[config.mk]
export PLATFORM = sky130hd
export DESIGN_NAME = mem_llsc_unit
export DESIGN_NICKNAME = d
export VERILOG_FILES = /design/src/rtl/mem_llsc_unit_pkg.sv /design/src/rtl/llsc_link_match.sv /design/src/rtl/mem_llsc_unit.sv
export SDC_FILE = /design/constraint.sdc
export NUM_CORES = 1
export LEC_CHECK = 0
export CAP_MARGIN = 15
export CORE_ASPECT_RATIO = 1.5
export CORE_UTILIZATION = 41
export CTS_CLUSTER_DIAMETER = 200
export DETAILED_ROUTE_END_ITERATION = 10
export PLACE_DENSITY = 0.86
export RECOVER_POWER = 25
export SKIP_CTS_REPAIR_TIMING = 1
export SYNTH_ARGS = -nofsm -noshare
export SYNTH_HDL_FRONTEND = slang
export SYNTH_SLANG_ARGS = --single-unit
export TNS_END_PERCENT = 20
[constraint.sdc]
create_clock -name clk -period 3.05 [get_ports clk]
set_input_delay 0.305 -clock clk [delete_from_list [all_inputs] [get_ports clk]]
set_output_delay 0.305 -clock clk [all_outputs]
set_load 0.005 [all_outputs]
[src/rtl/mem_llsc_unit_pkg.sv]
// Shared LL/SC definitions: MEM-stage FSM encoding, flush-cause value and SC result codes.
package mem_llsc_unit_pkg;

    typedef enum logic [2:0] {
        ST_IDLE  = 3'd0,
        ST_REQ   = 3'd1,
        ST_WAIT  = 3'd2,
        ST_DONE  = 3'd3,
        ST_DRAIN = 3'd4
    } llsc_state_e;

    localparam logic FLUSH_CAUSE_EXC = 1'b1;
    localparam logic SC_RES_OK       = 1'b1;
    localparam logic SC_RES_FAIL     = 1'b0;

endpackage

[src/rtl/llsc_link_match.sv]
// Link register holding the word address of the last LL, plus the SC address comparator.
// Only built with LLSC_ADDR_MATCH_EN defined.
`ifdef LLSC_ADDR_MATCH_EN
module llsc_link_match #(
    parameter int TAG_W = 30
) (
    input  logic             clk,
    input  logic             rst,
    input  logic             set_i,
    input  logic             clr_i,
    input  logic [TAG_W-1:0] set_tag_i,
    input  logic [TAG_W-1:0] cmp_tag_i,
    output logic             match_o
);

    logic [TAG_W-1:0] link_addr_q;
    logic             link_vld_q;

    // An exception clear wins over a same-cycle set; the FSM never asserts both.
    always_ff @(posedge clk) begin
        if (rst) begin
            link_addr_q <= '0;
            link_vld_q  <= 1'b0;
        end else if (clr_i) begin
            link_vld_q  <= 1'b0;
        end else if (set_i) begin
            link_addr_q <= set_tag_i;
            link_vld_q  <= 1'b1;
        end
    end

    assign match_o = link_vld_q && (link_addr_q == cmp_tag_i);

endmodule
`endif

[src/rtl/mem_llsc_unit.sv]
// MEM-stage LL/SC executor: drives the data bus, decides SC success, emits the LLbit write for WB.
// Optional LLSC_ADDR_MATCH_EN adds a link-address check to SC success.
module mem_llsc_unit
    import mem_llsc_unit_pkg::*;
#(
    parameter int ADDR_W = 32,
    parameter int DATA_W = 32
) (
    input  logic              clk,
    input  logic              rst,
    input  logic              flush,
    input  logic              flush_cause,
    input  logic              op_valid,
    input  logic              op_is_sc,
    input  logic [ADDR_W-1:0] op_addr,
    input  logic [DATA_W-1:0] op_wdata,
    input  logic              llbit_reg_i,
    input  logic              wb_llbit_we,
    input  logic              wb_llbit_val,
    output logic              data_req,
    output logic              data_wr,
    output logic [ADDR_W-1:0] data_addr,
    output logic [DATA_W-1:0] data_wdata,
    input  logic              data_addr_ok,
    input  logic              data_data_ok,
    input  logic [DATA_W-1:0] data_rdata,
    output logic              stall_req,
    output logic              done,
    output logic [DATA_W-1:0] result,
    output logic              llbit_we_o,
    output logic              llbit_val_o,
    output logic              exc_adel,
    output logic              exc_ades
);

    llsc_state_e       state_q, state_d;
    logic [ADDR_W-1:2] addr_q, addr_d;
    logic [DATA_W-1:0] wdata_q, wdata_d;
    logic [DATA_W-1:0] result_q, result_d;
    logic              is_sc_q, is_sc_d;
    logic              llwe_q, llwe_d;

    logic              eff_llbit;
    logic              sc_allowed;
    logic              misaligned;
    logic              idle_take;
    logic              link_set;
    logic [DATA_W-1:0] bus_result;

    // The WB-stage write is newer than the committed register, so it takes priority.
    assign eff_llbit  = wb_llbit_we ? wb_llbit_val : llbit_reg_i;
    assign misaligned = (op_addr[1:0] != 2'b00);
    assign idle_take  = (state_q == ST_IDLE) && op_valid && !flush;
    assign bus_result = is_sc_q ? DATA_W'(SC_RES_OK) : data_rdata;

`ifdef LLSC_ADDR_MATCH_EN
    logic link_match;

    llsc_link_match #(
        .TAG_W (ADDR_W - 2)
    ) u_link (
        .clk       (clk),
        .rst       (rst),
        .set_i     (link_set),
        .clr_i     (flush && (flush_cause == FLUSH_CAUSE_EXC)),
        .set_tag_i (addr_q),
        .cmp_tag_i (op_addr[ADDR_W-1:2]),
        .match_o   (link_match)
    );

    assign sc_allowed = eff_llbit && link_match;
`else
    logic unused_flush_cause;
    logic unused_link_set;

    assign unused_flush_cause = flush_cause;
    assign unused_link_set    = link_set;
    assign sc_allowed         = eff_llbit;
`endif

    always_comb begin
        state_d  = state_q;
        addr_d   = addr_q;
        wdata_d  = wdata_q;
        result_d = result_q;
        is_sc_d  = is_sc_q;
        llwe_d   = llwe_q;
        link_set = 1'b0;
        case (state_q)
            ST_IDLE: begin
                if (idle_take && !misaligned) begin
                    addr_d  = op_addr[ADDR_W-1:2];
                    wdata_d = op_wdata;
                    is_sc_d = op_is_sc;
                    if (op_is_sc && !sc_allowed) begin
                        result_d = DATA_W'(SC_RES_FAIL);
                        llwe_d   = 1'b0;
                        state_d  = ST_DONE;
                    end else begin
                        llwe_d   = 1'b1;
                        state_d  = ST_REQ;
                    end
                end
            end
            // data_req is masked by flush, so a flushed request can never be accepted.
            ST_REQ: begin
                if (flush) begin
                    state_d = ST_IDLE;
                end else if (data_addr_ok) begin
                    if (data_data_ok) begin
                        result_d = bus_result;
                        state_d  = ST_DONE;
                    end else begin
                        state_d  = ST_WAIT;
                    end
                end
            end
            ST_WAIT: begin
                if (data_data_ok) begin
                    result_d = bus_result;
                    state_d  = flush ? ST_IDLE : ST_DONE;
                end else if (flush) begin
                    state_d  = ST_DRAIN;
                end
            end
            ST_DONE: begin
                link_set = !flush && !is_sc_q;
                state_d  = ST_IDLE;
            end
            ST_DRAIN: begin
                if (data_data_ok) begin
                    state_d = ST_IDLE;
                end
            end
            default: state_d = ST_IDLE;
        endcase
    end

    always_ff @(posedge clk) begin
        if (rst) begin
            state_q  <= ST_IDLE;
            addr_q   <= '0;
            wdata_q  <= '0;
            result_q <= '0;
            is_sc_q  <= 1'b0;
            llwe_q   <= 1'b0;
        end else begin
            state_q  <= state_d;
            addr_q   <= addr_d;
            wdata_q  <= wdata_d;
            result_q <= result_d;
            is_sc_q  <= is_sc_d;
            llwe_q   <= llwe_d;
        end
    end

    assign data_req    = (state_q == ST_REQ) && !flush;
    assign data_wr     = data_req && is_sc_q;
    assign data_addr   = {addr_q, 2'b00};
    assign data_wdata  = wdata_q;
    assign stall_req   = (state_q == ST_REQ) || (state_q == ST_WAIT) ||
                         (((state_q == ST_DONE) || (state_q == ST_DRAIN)) && op_valid);
    assign done        = (state_q == ST_DONE) && !flush;
    assign result      = result_q;
    assign llbit_we_o  = done && llwe_q;
    assign llbit_val_o = done && llwe_q && !is_sc_q;
    assign exc_adel    = idle_take && misaligned && !op_is_sc;
    assign exc_ades    = idle_take && misaligned && op_is_sc;

endmodule

==> impl_metrics.tcl <==
set metrics [dict create \
    clockBufferDepth 2 \
    die_area_um2 9176 \
    drc_errors 0 \
    wire_per_inst_um 15.13 \
    synthFlopType "dfxtp_1" \
    layout-area-overhead-vs-synth_pct 66.18 \
    end_kind "primary output" \
    final.fill_count 651 \
    drtIter0Drc 156 \
    start_util_pct 42.57 \
    final_cells 719 \
    ys_warn_count 0 \
    synth_seq_cells 99 \
    hp-class "reg2reg" \
    holdWs_ps 452.4 \
    crit_fanout 13 \
    antenna-diode-count 0 \
    rsz0062_at_grt "no" \
    async_flop_share_pct 0 \
    num_rows 41 \
    cp.required_ps 2740 \
    synth_area_leaders "dfxtp_1 (55%), nand2_1 (14%), a21oi_1 (9.2%), a22o_1 (7.5%), clkbuf_1 (2.0%)" \
    drt-total-wl_um 10880 \
    drv_cap 0 \
    synth_cell_types 38 \
    layout.nets 714 \
    cts-root-buf "clkbuf_16" \
    min_period_over_period_pct 84.22 \
    h-tree-depth 3 \
    synth_edf_count 0 \
    synth_area_leader_cell "dfxtp_1" \
    tns_ps 0 \
    io_pins 211 \
    stdcell_area_um2 5988 \
    ant_nets 0 \
    hold_violations 0 \
    place_congestion 0.8243 \
    maxSlewHeadroom_pct 54.52 \
    hpwlAfterDp_um 7851 \
    grt_max_degree 41 \
    grt_pass1_wl_um 16750 \
    yosysMostFrequentCell "nand2_1" \
    cts_buffers 9 \
    clk_pin_slew_ps 70 \
    die_y_um 116.8 \
    clock_latency_ps 340 \
    grt_overflow 0 \
    place_area_um2 5697 \
    synth.cell_area_um2 3603 \
    die_w_um 78.55 \
    vias 3692 \
    synth_top_area_share_pct 55.00 \
    clock-sinks 99 \
    cts_tree "done" \
    dr.pass1.iters 6 \
    dp_cells 703 \
    power_density_nw_per_um2 554.3 \
    cp_data_arrival_time_ps 2260 \
    ys_top_cells_by_count "nand2_1 (130), dfxtp_1 (99), a21oi_1 (66)" \
    place.port_buffers 207 \
    finalPower_mw 3.319 \
    grtUsageTotal_pct 23.59 \
    synthCells 416 \
    path_class "reg2out" \
    grt_pass1_vias 3533 \
    drive_gt1_share_pct 4.739 \
    slew_viol_final 0 \
    post_synth.cell_area_avg_um2 8.662 \
    max_freq_mhz 389.3 \
    fin_skew_ps 4.923 \
    ir_drop_v 0.0003058 \
    run_status "finished clean" \
    ys_seq_area_share_pct 55.00 \
    setup_violations 0 \
    viasPerCell 5.135 \
    fin_crit_ps 2569 \
    worstMarginPinSlew_ps 682.3 \
    antenna_found_initial 0 \
    core_area_um2 8464 \
    crit_path_start_kind "flop" \
    p_leak_nw 2.293 \
]
worst max-delay path, stage by stage, from the launching register on:
cell,delay [ps]
dfxtp_1,610
nor2b_1,390
and3_1,240
nor2b_1,150
clkdlybuf4s50_1,520
registers in the layout, indices dropped and copies added (netlist names):
register / flops
addr_q: 30
data_wdata: 32
is_sc_q: 1
llwe_q: 1
result: 32
state_q: 3
layout make-up:
type / instances / area (µm²) / share of cell area (%)
Timing Repair Buffer: 213 / 2125 / 35.48
Sequential cell: 99 / 1982 / 33.10
Multi-Input combinational cell: 282 / 1449 / 24.20
Clock buffer: 13 / 270.3 / 4.513
Tap cell: 107 / 133.9 / 2.236
Clock inverter: 3 / 21.27 / 0.3552
Inverter: 2 / 7.507 / 0.1254
routing by layer:
layer | track usage (%) | up-vias | share of wire [%]
li1 | - | 1789 | -
met1 | 24.50 | 1720 | 37
met2 | 43.71 | 162 | 53
met3 | 6.667 | 21 | 8.1
met4 | 10.62 | 0 | 2.4
met5 | 0 | - | 0
where the power goes:
group          switching, mW  internal [mW]  total [mW]
sequential            0.0821           1.42        1.50
clock                  0.474          0.620        1.09
combinational          0.287          0.438       0.725
total                  0.843           2.48        3.32
worst paths after layout:
kind / startpoint / end / slack (ps) / cells after the start
worst max-delay path: state_q[1] / llbit_val_o / 480 / 4
worst min register to register: addr_q[26] / addr_q[26] / 450 / 2
worst max register to register: state_q[0] / data_wdata[25] / 1050 / 5
worst min-delay path: addr_q[26] / addr_q[26] / 450 / 2
cell families (layout without fill, tap and decap cells):
logic type,after synthesis,count (layout),synth area share (%)
AOI/OAI and AO/OA,112,112,20.17
DFF,99,99,55.00
other,1,2,0.1041
xor gates and xnor gates,1,1,0.2431
muxes,1,1,0.3125
buffers and inverters,36,231,4.931
and+or+nand+nor,166,166,19.24
cells in the final DEF (no fill, tap or decap), drive strengths merged, types with 4 or more instances in the layout:
cell type / instances
nor3: 4
dlygate4sd3: 49
a22o: 31
a21oi: 67
dfxtp: 99
clkdlybuf4s50: 157
nor2: 11
buf: 7
nand2b: 4
clkbuf: 13
nand2: 130
stage by stage:
stage | setup WS (ps) | util (%)
after floorplan | 1212 | -
after global placement | 603.0 | 67.30
after detailed placement | 560.5 | 67.30
after CTS | 512.0 | 70.75
after global routing | 383.0 | 70.75
final | 481.4 | 70.75
Power figures use the tool's default switching activity.
